## src/rtl/apb_master_bridge.sv

```systemverilog
// CPU load/store to APB bridge: decodes four 4 KiB slave windows at 0x1000_0000 and
// runs SETUP/ACCESS with a wait-state timeout; completion is a combinational one-cycle ready pulse.
module apb_master_bridge #(
  parameter int unsigned TIMEOUT = 255
) (
  input  logic        PCLK,
  input  logic        PRESET,
  input  logic        transfer,
  input  logic        write,
  input  logic [31:0] addr,
  input  logic [31:0] wdata,
  output logic [31:0] rdata,
  output logic        ready,
  output logic        err,
  output logic [31:0] PADDR,
  output logic        PWRITE,
  output logic [31:0] PWDATA,
  output logic        PENABLE,
  output logic        PSEL0,
  output logic        PSEL1,
  output logic        PSEL2,
  output logic        PSEL3,
  input  logic [31:0] PRDATA0,
  input  logic [31:0] PRDATA1,
  input  logic [31:0] PRDATA2,
  input  logic [31:0] PRDATA3,
  input  logic        PREADY0,
  input  logic        PREADY1,
  input  logic        PREADY2,
  input  logic        PREADY3
);

  typedef enum logic [1:0] {IDLE, SETUP, ACCESS, DERR} state_e;

  localparam logic [7:0] TO_LIMIT = TIMEOUT[7:0];

  state_e      state_q, state_d;
  logic [7:0]  cnt_q, cnt_d;
  logic [1:0]  sel_q, sel_d;
  logic [31:0] paddr_q, paddr_d;
  logic [31:0] pwdata_q, pwdata_d;
  logic        pwrite_q, pwrite_d;

  logic        addr_hit;
  logic        slv_rdy;
  logic [31:0] slv_rdata;
  logic [3:0]  psel_vec;

  // Windows 0x1000_0000..0x1000_3FFF: addr[31:12] in 0x10000..0x10003.
  assign addr_hit = (addr[31:14] == 18'h04000);

  always_comb begin
    slv_rdy   = 1'b0;
    slv_rdata = 32'h0;
    case (sel_q)
      2'd0: begin slv_rdy = PREADY0; slv_rdata = PRDATA0; end
      2'd1: begin slv_rdy = PREADY1; slv_rdata = PRDATA1; end
      2'd2: begin slv_rdy = PREADY2; slv_rdata = PRDATA2; end
      default: begin slv_rdy = PREADY3; slv_rdata = PRDATA3; end
    endcase
  end

  always_ff @(posedge PCLK or posedge PRESET) begin
    if (PRESET) begin
      state_q  <= IDLE;
      cnt_q    <= 8'h0;
      sel_q    <= 2'd0;
      paddr_q  <= 32'h0;
      pwdata_q <= 32'h0;
      pwrite_q <= 1'b0;
    end else begin
      state_q  <= state_d;
      cnt_q    <= cnt_d;
      sel_q    <= sel_d;
      paddr_q  <= paddr_d;
      pwdata_q <= pwdata_d;
      pwrite_q <= pwrite_d;
    end
  end

  always_comb begin
    state_d  = state_q;
    cnt_d    = cnt_q;
    sel_d    = sel_q;
    paddr_d  = paddr_q;
    pwdata_d = pwdata_q;
    pwrite_d = pwrite_q;
    ready    = 1'b0;
    err      = 1'b0;
    rdata    = 32'h0;
    psel_vec = 4'b0000;
    PENABLE  = 1'b0;
    case (state_q)
      IDLE: begin
        if (transfer) begin
          if (addr_hit) begin
            paddr_d  = addr;
            pwdata_d = wdata;
            pwrite_d = write;
            sel_d    = addr[13:12];
            state_d  = SETUP;
          end else begin
            state_d = DERR;
          end
        end
      end
      SETUP: begin
        psel_vec[sel_q] = 1'b1;
        cnt_d           = 8'h0;
        state_d         = ACCESS;
      end
      ACCESS: begin
        psel_vec[sel_q] = 1'b1;
        PENABLE         = 1'b1;
        // A ready slave takes priority over an expiring timeout.
        if (slv_rdy) begin
          ready   = 1'b1;
          rdata   = pwrite_q ? 32'h0 : slv_rdata;
          state_d = IDLE;
        end else if (cnt_q == TO_LIMIT) begin
          ready   = 1'b1;
          err     = 1'b1;
          state_d = IDLE;
        end else begin
          cnt_d = cnt_q + 8'd1;
        end
      end
      DERR: begin
        ready   = 1'b1;
        err     = 1'b1;
        state_d = IDLE;
      end
      default: state_d = IDLE;
    endcase
  end

  assign PSEL0  = psel_vec[0];
  assign PSEL1  = psel_vec[1];
  assign PSEL2  = psel_vec[2];
  assign PSEL3  = psel_vec[3];
  assign PADDR  = paddr_q;
  assign PWDATA = pwdata_q;
  assign PWRITE = pwrite_q;

endmodule
```

## config.mk

```make
export PLATFORM = sky130hd
export DESIGN_NAME = apb_master_bridge
export DESIGN_NICKNAME = d
export VERILOG_FILES = /design/src/rtl/apb_master_bridge.sv
export SDC_FILE = /design/constraint.sdc
export NUM_CORES = 1
export LEC_CHECK = 0
export CORE_AREA = 2 2 119 121
export DETAILED_ROUTE_END_ITERATION = 8
export DIE_AREA = 0 0 121 123
export GPL_TIMING_DRIVEN = 0
export PLACE_DENSITY = 0.72
export SYNTH_ARGS = -nofsm -noshare
export SYNTH_HDL_FRONTEND = slang
export SYNTH_SLANG_ARGS = --single-unit
```

## constraint.sdc

```tcl
create_clock -name PCLK -period 3.4 [get_ports PCLK]
set_input_delay 0.68 -clock PCLK [delete_from_list [all_inputs] [get_ports PCLK]]
set_output_delay 0.68 -clock PCLK [all_outputs]
set_load 0.02 [all_outputs]
```

# After elaboration in Yosys (flattened, before gate mapping)
# Index checks and enable logic that the tools add are counted.
word_totals:
  regBits: 77
  latch_bits: 0
  mem_bits_rw: 0
  mem_bits_ro: 0
  input_bits: 200
  output_inout_bits: 104
  wordCells: 50
  n_memories: 0
classes:
  addsub: 1
  n_mul: 0
  div: 0
  n_lt_le_gt_ge: 2
  n_eq_ne: 11
  shifts: 0
  muxes: 22
  bitwise: 0
  n_reduce_logical: 8
ops:
  columns: ["operator", "n"]
  rows:
  - ["2-to-1 mux 32 bit", 3]
  - ["case mux 32 bit (3 select lines)", 1]
  - ["equality test 18 x 15 -> 1 bit, second input constant", 1]
  - ["2-to-1 mux 8 bit", 2]
  - ["case mux 8 bit (2 select lines)", 1]
  - ["adder 8 x 1 -> 8 bit, second input constant", 1]
  - ["equality test 8 bit, second input constant", 1]
  - ["2-to-1 mux 2 bit", 4]
  - ["case mux 2 bit (4 select lines)", 1]
  - ["equality test 2 bit, second input constant", 3]
  - ["!= test 2 bit, second input constant", 3]
  - ["AND reduction 3 bit", 2]
  - ["2-to-1 mux 1 bit", 5]
  - ["equality test 2 x 1 -> 1 bit, second input constant", 2]
  - ["logical NOT 2 bit", 2]
  - ["2-to-1 mux 4 bit", 1]
  - ["case mux 1 bit (2 select lines)", 2]
  - ["< comparator 2 x 3 -> 1 bit, second input constant", 1]
  - ["!= test 3 bit, second input constant", 1]
  - ["case mux 1 bit (3 select lines)", 1]
  - ["demux 1 bit (select 2 bit)", 1]
  - ["greater-or-equal comparator 2 x 1 -> 1 bit, second input constant", 1]
  - ["AND reduction 2 bit", 1]
  - ["nonzero test 2 bit", 1]
  - ["2 further kinds", 2]

# Longest topological paths before layout
depth:
  word_depth: 5
  mapped_depth: 8
  ltp_nobuf: 6

# Worst setup path before layout
# OpenSTA, ideal clock, no wires.
synth_timing:
  path_kind: "input-to-output"
  startpoint: "in PREADY3"
  endpoint: "out rdata[10]"
  t_arrival_ps: 1828
  required_ps: 2720
  slack_ps: 892
  stages: 4
  n_path_buf: 1
  cell_sequence: "mux4_2 > nand3b_1 > clkbuf_1 > nor2b_1"
synth_between:
  elab_chain_len: 3
synth_rtl:
  columns: ["element", "line", "rtl"]
  rows:
  - ["start, declared", "30", "input logic PREADY3"]
  - ["case mux 1 bit (3 select lines)", "55", "case (sel_q)"]
  - ["2-to-1 mux 32 bit", "116", "if (slv_rdy) begin"]
  - ["2-to-1 mux 32 bit", "93", "case (state_q)"]
  - ["end, declared", "12", "output logic [31:0] rdata,"]
# Every way passes these cells.

# Worst setup path after layout
layout_timing:
  startpoint: "in PREADY2"
  endpoint: "out rdata[8]"
layout_between:
  elab_chain_len: 3
layout_rtl:
  columns: ["element", "line", "rtl"]
  rows:
  - ["start, declared", "29", "input logic PREADY2,"]
  - ["case mux 1 bit (3 select lines)", "55", null]
  - ["2-to-1 mux 32 bit", "116", null]
  - ["2-to-1 mux 32 bit", "93", null]
# Every way passes these cells.

==> impl_metrics.sql <==
INSERT INTO impl_metrics (metric_group, metric, value, unit) VALUES
('cts', 'cts_tree', 'yes', ''),
('floorplan', 'dieHeight', '123', 'µm'),
('sta', 'final.setup_skew', '0.00637', 'ns'),
('sta', 'grt_setup_unrepaired', 'yes', ''),
('floorplan', 'pin_count', '304', ''),
('synthesis', 'leading_post_synthesis_cells_by_cell_area', 'dfrtp_1 46%, mux4_2 18%, mux2_1 13%, nor2b_1 5.0%, and2_1 2.6%', ''),
('finish', 'finalNetCount', '816', ''),
('finish', 'drive_gt1_share', '11.5', '%'),
('synthesis', 'synth.avg_cell_area', '13.7', 'µm²'),
('routing', 'drtAntennaViolNets', '0', ''),
('synthesis', 'syn_nets', '500', ''),
('worst_setup_path', 'crit_path_start_kind', 'input pin', ''),
('cts', 'cts.sink_count', '75', ''),
('sta', 'achievable-frequency', '0.296', 'GHz'),
('cts', 'clockRootBuffer', 'clkbuf_16', ''),
('status', 'outcome', 'complete, no violations', ''),
('floorplan', 'die_width', '121', 'µm'),
('pwr', 'power_per_unit_of_standard_cell_area', '362', 'mW/mm²'),
('finish', 'filler_cell_count', '1197', ''),
('floorplan', 'fp.coreArea', '0.0136', 'mm²'),
('grt', 'grt_start_max_net_pins', '75', ''),
('grt', 'grt_first_pass_wirelength', '22.3', 'mm'),
('placement', 'finalWeightedCongestion', '0.861', ''),
('worst_setup_path', 'cp-end-kind', 'output port', ''),
('worst_setup_path', 'cp_arrival', '2.69', 'ns'),
('placement', 'dpl.cell_count', '779', ''),
('cts', 'clock_tree.htree_level_count', '3', ''),
('synthesis', 'async_flop_share', '100', '%'),
('synthesis', 'mappedNetlistArea', '0.00404', 'mm²'),
('routing', 'detail_route.wirelength', '15.6', 'mm'),
('grt', 'first_global_vias', '4106', ''),
('sta', 'whs', '0.469', 'ns'),
('floorplan', 'die_area', '0.0149', 'mm²'),
('routing', 'drt_iter0_drc', '119', ''),
('pwr', 'ir_drop', '0.290', 'mV'),
('routing', 'route.detailed.drc', '0', ''),
('sta', 'post-route-period-util', '99.3', '%'),
('worst_setup_path', 'critical_path_required', '2.72', 'ns'),
('synthesis', 'synth_top_area_share', '46.5', '%'),
('cts', 'clock_latency', '0.33', 'ns'),
('sta', 'worst_slack', '0.0253', 'ns'),
('synthesis', 'ffs_latches_synth', '75', ''),
('worst_setup_path', 'crit_path_max_fanout', '10', ''),
('finish', 'postLayoutCoreUtil', '56.5', '%'),
('sta', 'report.final.setup_viol', '0', ''),
('synthesis', 'synth_seq_area_share', '46.5', '%'),
('cts', 'cts_hold_repair.buffers', '0', ''),
('routing', 'detailedRoute.firstPassIterationCount', '4', ''),
('placement', 'dpl.hpwl', '12.7', 'mm'),
('sta', 'worstMarginPinSlew', '0.702', 'ns'),
('floorplan', 'floorplan.rows', '43', ''),
('placement', 'placed_cell_area', '0.00732', 'mm²'),
('placement', 'dp_slack', '-0.273', 'ns'),
('sta', 'maxSlewHeadroom', '52.5', '%'),
('grt', 'grt_use_total', '19.9', '%'),
('cts', 'cts_buffer_depth', '2', ''),
('floorplan', 'initial_core_util', '29.7', '%'),
('synthesis', 'synthFlopType', 'dfrtp_1', ''),
('flow_run', 'max-cap-violations', '0', ''),
('grt', 'grt_remaining_overflow', '0', ''),
('sta', 'report.final.slew_viol_count', '0', ''),
('synthesis', 'post_synth_inst_count', '295', ''),
('finish', 'final_cell_count_no_fill', '801', ''),
('synthesis', 'synth.largest_area_cell', 'dfrtp_1', ''),
('pwr', 'static-leakage-power', '3.44', 'nW'),
('routing', 'post_drt_wl_per_cell', '19.4', 'µm'),
('routing', 'detailed_route_via_count', '3737', ''),
('placement', 'place.port_buffers', '303', ''),
('synthesis', 'yosys_warnings', '0', ''),
('sta', 'fin_crit', '3.37', 'ns'),
('finish', 'stdcell_area', '0.00769', 'mm²'),
('cts', 'cts_made_buffers', '9', ''),
('finish', 'syn2layout_area_growth', '90.6', '%'),
('sta', 'timing.final.hold_violations', '0', ''),
('worst_setup_path', 'worstSetupPathType', 'in2out', ''),
('synthesis', 'synth-edff-count', '0', ''),
('routing', 'detail_route.vias_per_cell', '4.67', ''),
('grt', 'initial_antenna_violation_count', '4', ''),
('hold_path', 'tightest_hold_check_type', 'reg2reg', ''),
('synthesis', 'synth.distinct_cells', '41', ''),
('cts', 'worst_setup_hold_path_clk_slew', '0.06', 'ns');
[metrics by stage]
| stage | TNS, ns | power [mW] |
|---|---|---|
| 2_1_floorplan | 0 | 1.34 |
| 3_3_place_gp | -33.96 | 1.80 |
| 3_5_place_dp | -7.43 | 1.83 |
| 4_1_cts | -0.321 | 2.81 |
| 5_1_grt | -0.547 | 2.91 |
| 6_report | 0 | 2.78 |
[power breakdown]
group	switching (mW)	leakage, nW	internal, mW
Combinational	0.380	2.25	0.469
Clock	0.352	0.148	0.628
Sequential	0.0303	1.04	0.923
Total	0.762	3.44	2.02
[placed cells by master, fill, tap and decap left out, types with 5 or more instances in the layout]
cell and n:
and2_1 17, buf_4 9, clkbuf_16 9, clkdlybuf4s50_1 282, dfrtp_1 75, diode_2 5
dlygate4sd2_1 12, dlymetal6s2s_1 9, ha_1 5, mux2_1 45, mux4_2 33, nand2_1 13
nor2b_1 32
[routing by layer]
metal / part of all wire [%] / track usage, %
met1: 34 / 19.3
met2: 53 / 37.4
met3: 9.8 / 7.20
met4: 3.1 / 9.59
met5: 0 / 0
[final timing paths]
kind	startpoint	to	slack, ns	depth (start not counted)
min in group asynchronous	PRESET	PWDATA[14]$_DFFE_PP0P_	0.56	2
hold reg to reg	PADDR[28]$_DFFE_PP0P_	PADDR[28]$_DFFE_PP0P_	0.47	1
setup reg to reg	state_q[0]$_DFFE_PP0P_	PADDR[0]$_DFFE_PP0P_	0.71	8
hold / removal	PADDR[28]$_DFFE_PP0P_	PADDR[28]$_DFFE_PP0P_	0.47	1
max in group asynchronous	PRESET	PADDR[13]$_DFFE_PP0P_	2.32	3
setup / recovery	PREADY2	rdata[8]	0.03	6
[flip-flops by register name, summed over array words and instances, names as in the netlist]
name     flops
PWDATA      32
PADDR       31
cnt_q        8
state_q      2
PWRITE       1
sel_q        1
[cell usage after synthesis (all sizes together) (3+ instances only)]
cell type / number
ha: 5
a21oi: 4
mux2: 49
nand3: 4
mux4: 33
and3: 4
buf: 10
and2: 17
mux2i: 3
nor2b: 32
nand2: 13
inv: 5
o21ai: 3
nor2: 4
dfrtp: 75
clkbuf: 9
[worst max-delay path, stage by stage]
cell and delay (ns):
clkdlybuf4s50_1 0.40, mux4_2 0.52, nand3b_1 0.26, buf_4 0.23, nor2b_1 0.07, clkdlybuf4s50_1 0.53
[layout make-up]
type | count | area, µm² | area share, %
timing repair buffer | 305 | 3080 | 40.0
tap | 180 | 225 | 2.93
sequential | 75 | 1880 | 24.4
multi-input combinational | 196 | 2050 | 26.6
antenna | 5 | 12.5 | 0.163
buffer | 19 | 120 | 1.56
clock buffer | 13 | 270 | 3.51
inverter | 5 | 21.3 | 0.276
clock inverter | 3 | 45.0 | 0.585
[timing repair]
action,4_1_cts,5_1_grt
setup buffers,1,0
setup endpoints to repair,30,18
gates resized for setup,22,15
hold endpoints to repair,0,0
pin swaps,1,1
[kinds of logic after synthesis]
| family | synth area share (%) |
|---|---|
| AO/OA/AOI/OAI | 3.38 |
| adder cells (fa/ha/maj) | 1.55 |
| buffers and inverters | 2.76 |
| flip-flops | 46.5 |
| multiplexers | 32.9 |
| AND/OR/NAND/NOR | 12.9 |
(Power assumes the default switching activity.)
